File: src/rtl/queue_flex_if.sv
// Producer/consumer handshake bundle for queue_flex: enq/din in, deq/dout out, plus status.
// The queue itself connects through the slave modport.
interface queue_flex_if #(
  parameter int DATA_WIDTH = 4,
  parameter int DEPTH      = 2
);
  localparam int CW = $clog2(DEPTH + 1);

  logic                  flush;
  logic                  enq;
  logic [DATA_WIDTH-1:0] din;
  logic                  enq_ready;
  logic                  deq;
  logic                  deq_valid;
  logic [DATA_WIDTH-1:0] dout;
  logic [CW-1:0]         count;
  logic                  almost_full;
  logic                  almost_empty;
  logic                  err_ovf;
  logic                  err_udf;

  modport master (
    output flush, enq, din, deq,
    input  enq_ready, deq_valid, dout, count,
    input  almost_full, almost_empty, err_ovf, err_udf
  );

  modport slave (
    input  flush, enq, din, deq,
    output enq_ready, deq_valid, dout, count,
    output almost_full, almost_empty, err_ovf, err_udf
  );
endinterface

File: src/rtl/queue_flex.sv
// Parametrised synchronous FIFO with show-ahead output, optional pipe mode, flush,
// occupancy count, almost-full/empty decode and sticky overflow/underflow flags.
module queue_flex #(
  parameter int DATA_WIDTH = 4,
  parameter int DEPTH      = 2,
  parameter int PIPE       = 0,
  parameter int AF_LEVEL   = DEPTH - 1,
  parameter int AE_LEVEL   = 1
) (
  input  logic          clk,
  input  logic          rst,
  queue_flex_if.slave   q
);
  localparam int CW = $clog2(DEPTH + 1);
  localparam int PW = (DEPTH > 1) ? $clog2(DEPTH) : 1;

  logic [DATA_WIDTH-1:0] mem [DEPTH];
  logic [PW-1:0]         rd_ptr;
  logic [PW-1:0]         wr_ptr;
  logic [CW-1:0]         count;
  logic                  err_ovf;
  logic                  err_udf;
  logic                  full;
  logic                  empty;
  logic                  enq_ready;
  logic                  deq_valid;
  logic                  enq_fire;
  logic                  deq_fire;

  // Depth need not be a power of two, so wrap on an explicit compare.
  function automatic logic [PW-1:0] ptr_inc(input logic [PW-1:0] p);
    if (p == PW'(DEPTH - 1))
      return '0;
    else
      return p + 1'b1;
  endfunction

  function automatic logic [CW-1:0] count_next(input logic [CW-1:0] c,
                                               input logic e, input logic d);
    case ({e, d})
      2'b10:   return c + 1'b1;
      2'b01:   return c - 1'b1;
      default: return c;
    endcase
  endfunction

  assign full      = (count == CW'(DEPTH));
  assign empty     = (count == '0);
  assign deq_valid = !empty;
  assign enq_ready = !full || ((PIPE != 0) && q.deq);
  assign enq_fire  = q.enq && enq_ready;
  assign deq_fire  = q.deq && deq_valid;

  always_ff @(posedge clk) begin
    if (rst) begin
      rd_ptr  <= '0;
      wr_ptr  <= '0;
      count   <= '0;
      err_ovf <= 1'b0;
      err_udf <= 1'b0;
      for (int i = 0; i < DEPTH; i++)
        mem[i] <= '0;
    end else if (q.flush) begin
      rd_ptr <= '0;
      wr_ptr <= '0;
      count  <= '0;
    end else begin
      // In pipe mode at full, wr_ptr equals rd_ptr, so the write lands in the slot being popped.
      if (enq_fire) begin
        mem[wr_ptr] <= q.din;
        wr_ptr      <= ptr_inc(wr_ptr);
      end
      if (deq_fire)
        rd_ptr <= ptr_inc(rd_ptr);
      count <= count_next(count, enq_fire, deq_fire);
      if (q.enq && !enq_ready)
        err_ovf <= 1'b1;
      if (q.deq && !deq_valid)
        err_udf <= 1'b1;
    end
  end

  assign q.enq_ready    = enq_ready;
  assign q.deq_valid    = deq_valid;
  assign q.dout         = mem[rd_ptr];
  assign q.count        = count;
  assign q.almost_full  = (int'(count) >= AF_LEVEL);
  assign q.almost_empty = (int'(count) <= AE_LEVEL);
  assign q.err_ovf      = err_ovf;
  assign q.err_udf      = err_udf;
endmodule

File: src/flat_wrapper.sv
// flat-port wrapper written by rule: the top's interface ports become plain ports
module queue_flex_flat 
#(
  parameter int DATA_WIDTH = 4,
  parameter int DEPTH      = 2,
  parameter int PIPE       = 0,
  parameter int AF_LEVEL   = DEPTH - 1,
  parameter int AE_LEVEL   = 1
)
  (clk, rst, q_flush, q_enq, q_din, q_deq, q_enq_ready, q_deq_valid, q_dout, q_count, q_almost_full, q_almost_empty, q_err_ovf, q_err_udf);
  queue_flex_if #(.DATA_WIDTH(DATA_WIDTH), .DEPTH(DEPTH)) q_i ();
  input  logic clk;
  input  logic rst;
  input wire logic [$bits(q_i.flush)-1:0] q_flush;
  input wire logic [$bits(q_i.enq)-1:0] q_enq;
  input wire logic [$bits(q_i.din)-1:0] q_din;
  input wire logic [$bits(q_i.deq)-1:0] q_deq;
  output wire logic [$bits(q_i.enq_ready)-1:0] q_enq_ready;
  output wire logic [$bits(q_i.deq_valid)-1:0] q_deq_valid;
  output wire logic [$bits(q_i.dout)-1:0] q_dout;
  output wire logic [$bits(q_i.count)-1:0] q_count;
  output wire logic [$bits(q_i.almost_full)-1:0] q_almost_full;
  output wire logic [$bits(q_i.almost_empty)-1:0] q_almost_empty;
  output wire logic [$bits(q_i.err_ovf)-1:0] q_err_ovf;
  output wire logic [$bits(q_i.err_udf)-1:0] q_err_udf;
  assign q_i.flush = q_flush;
  assign q_i.enq = q_enq;
  assign q_i.din = q_din;
  assign q_i.deq = q_deq;
  assign q_enq_ready = q_i.enq_ready;
  assign q_deq_valid = q_i.deq_valid;
  assign q_dout = q_i.dout;
  assign q_count = q_i.count;
  assign q_almost_full = q_i.almost_full;
  assign q_almost_empty = q_i.almost_empty;
  assign q_err_ovf = q_i.err_ovf;
  assign q_err_udf = q_i.err_udf;
  queue_flex #(.DATA_WIDTH(DATA_WIDTH), .DEPTH(DEPTH), .PIPE(PIPE), .AF_LEVEL(AF_LEVEL), .AE_LEVEL(AE_LEVEL)) u_core (.clk(clk), .rst(rst), .q(q_i));
endmodule
File: config.mk
export PLATFORM = sky130hd
export DESIGN_NAME = queue_flex_flat
export DESIGN_NICKNAME = d
export VERILOG_FILES = /design/src/rtl/queue_flex_if.sv /design/src/rtl/queue_flex.sv /design/src/flat_wrapper.sv
export SDC_FILE = /design/constraint.sdc
export NUM_CORES = 1
export LEC_CHECK = 0
export ABC_AREA = 1
export CAP_MARGIN = 10
export CORE_UTILIZATION = 49
export DETAILED_ROUTE_END_ITERATION = 12
export PLACE_DENSITY_LB_ADDON = 0.3
export REMOVE_ABC_BUFFERS = 1
export SETUP_SLACK_MARGIN = 0.3
export SKIP_LAST_GASP = 1
export SYNTH_ARGS = -nofsm -noshare
export SYNTH_HDL_FRONTEND = slang
export SYNTH_SLANG_ARGS = --single-unit
File: constraint.sdc
create_clock -name clk -period 2.8 [get_ports clk]
set_input_delay 0.56 -clock clk [delete_from_list [all_inputs] [get_ports clk]]
set_output_delay 0.56 -clock clk [all_outputs]
set_load 0.01 [all_outputs]
==> reports/results.tsv <==
metric	value	unit
tightestPinTransition	0.213	ns
peakVddDrop	0.228	mV
max_slew_margin	85.8	%
rr_worst_depth	10	
place_ws	0.829	ns
first_pass_iters	4	
period_minus_slack	2.27	ns
r2r-end	u_core.q.count[1]$_SDFFE_PP0P_	
grt_setup_unrepaired	no	
worst-path-buf-inv	2	
outcome	finished clean	
cp.required	2.24	ns
synth_cell_types	14	
syn_area	743	µm²
clockPowerShare	26.1	%
grt_start_max_net_pins	9	
pwr-share-seq	53.1	%
syn_area_per_cell	8.54	µm²
timing_hold_violations_final	0	
hold_end	u_core.q.err_ovf$_SDFFE_PP0P_	
n_antenna_cell	0	
cell_internal_pwr	0.000349	W
hold_depth	2	
grt_pass1_wl	2180	µm
grt_usage	21.4	%
ys_seq_area_share	51.2	%
ant_nets	0	
fin_crit_sh	81.2	%
critical_path_class	reg2out	
p_per_area	480	mW/mm²
path_clk_slew	0.08	ns
critPathMaxStageDelay	0.47	ns
gp_congestion	0.775	
htreeDepth	1	
ctsHoldBuffers	0	
postLayoutSetupSlackWorst	0.528	ns
grt_pass1_vias	503	
num_rows	13	
yosysWarnings	0	
overflow	0	
cts_buffer_depth	2	
die_h	40.9	µm
cts_setup_buffers	0	
start_kind	register	
power.total	0.000471	W
vias	603	
area_delta_synth_final	32.0	%
syn_inst	87	
cts_root_buffer	clkbuf_4	
numPortBuffers	20	
arrival	1.71	ns
die_x	40.9	µm
fmaxAchievable	0.440	GHz
ios	21	
insertion_delay	0.29	ns
routedWlPerCell	11.5	µm
ys_seq_elements	15	
skew	0.000743	ns
drc	0	
p_sw	0.000123	W
path_delay_family	buffers and inverters	
drv_slew	0	
antenna_found_initial	0	
r2r_start	u_core.q.count[0]$_SDFFE_PP0P_	
reg2reg_slack	1.17	ns
initial_core_util	55.1	%
worstPathMaxFanout	4	
numCtsBuffers	3	
setup_violations	0	
cts_resized	0	
dp_hpwl	1130	µm
fin_tns_setup	0	ns
maxCapViolCount	0	
drt_iter0_drc	14	
die_area	0.00168	mm²
vias_per_cell	4.82	
drt-total-wl	1440	µm
hold_ws	0.486	ns
drive_gt1_share	7.27	%
mostFrequentLayoutCells	inv_1 (20), clkdlybuf4s50_1 (20), nand2_1 (17)	
nets	124	
power.share.switching	26.0	%
cts_tree	built	
holdCritStartpoint	u_core.q.err_ovf$_SDFFE_PP0P_	
pwr-share-comb	20.8	%
p_leak	0.450	nW
core-area	0.00135	mm²
cts_sinks	15	
cpMaxStageDelayCell	clkdlybuf4s50_1	
cp-end-kind	primary output	
crit_chain	inv_1 > ha_1 > or2_2 > clkdlybuf4s50_1	
min_path_type	reg2reg	
## metal layers
layer  track usage [%]  share of wire (%)  up-vias  wire length, µm
li1                  -                  -      309                -
met1              20.7                 38      275              551
met2              38.7                 55       15              796
met3              6.52                4.6        4               66
met4              13.3                1.4        0               20
met5                 0                  0        -                0
## power groups by stage
stage	logic (W)	registers (W)	clock network (W)
after detailed placement	0.0000981	0.000255	0
final	0.0000978	0.000250	0.000123
after global placement	0.0000947	0.000254	0
after global routing	0.000109	0.000252	0.000134
after CTS	0.0000987	0.000250	0.000125
after floorplan	0.0000471	0.000256	0
## how the worst max path moves through the flow
stage                                        start                              to  slack (ns)  depth (start not counted)
floorplan           u_core.q.count[0]$_SDFFE_PP0P_  u_core.q.count[1]$_SDFFE_PP0P_        1.25                         10
global placement    u_core.q.count[1]$_SDFFE_PP0P_                  q_almost_empty        0.90                          4
detailed placement                           q_deq  u_core.q.count[0]$_SDFFE_PP0P_        0.83                          7
CTS                 u_core.q.count[1]$_SDFFE_PP0P_                  q_almost_empty        0.54                          4
global route        u_core.q.count[1]$_SDFFE_PP0P_                  q_almost_empty        0.47                          4
finish              u_core.q.count[1]$_SDFFE_PP0P_                  q_almost_empty        0.53                          4
## worst min-delay path: stages (launching register included)
cell	delay, ns
dfxtp_1	0.35
nand2_1	0.05
o21ai_0	0.06
## stage by stage
stage	instances	cell area, µm²	util [%]
floorplan	86	736	-
global placement	121	955	70.7
detailed placement	121	955	70.7
CTS	125	981	72.7
global route	125	981	72.7
finish	125	981	72.7
## flip-flops by register name (all words and copies together), names as in the netlist, named ones only
signal	flops
u_core.q.err_ovf	1
u_core.rd_ptr	1
u_core.q.count	2
u_core.q.err_udf	1
u_core.mem	8
u_core.wr_ptr	1
## kinds of logic (layout without fill, tap and decap cells)
| logic type | after synthesis | after routing | share of synthesized area (%) |
|---|---|---|---|
| AND/OR/NAND/NOR | 39 | 39 | 25.6 |
| buffers and inverters | 21 | 44 | 11.1 |
| flip-flops | 15 | 15 | 51.2 |
| AO/OA/AOI/OAI | 8 | 8 | 5.39 |
| adder cells (fa/ha/maj) | 4 | 4 | 6.73 |
## synth_stat cells (all sizes together)
| cell type | count | area share, % |
|---|---|---|
| a21oi | 1 | 0.67 |
| buf | 1 | 1.0 |
| dfxtp | 7 | 19 |
| edfxtp | 8 | 32 |
| ha | 4 | 6.7 |
| inv | 20 | 10 |
| nand2 | 17 | 8.6 |
| nand3 | 4 | 3.4 |
| nand3b | 1 | 2.7 |
| nor2 | 16 | 10 |
| o21ai | 7 | 4.7 |
| or2 | 1 | 0.84 |
## cell type report
class                           instances  area [µm²]
Inverter                               20        75.1
Fill cell                             116         369
Tap cell                               15        18.8
Sequential cell                        15         380
Timing Repair Buffer                   20         200
Multi-Input combinational cell         51         280
Clock buffer                            4        26.3
(Power assumes the default switching activity.)
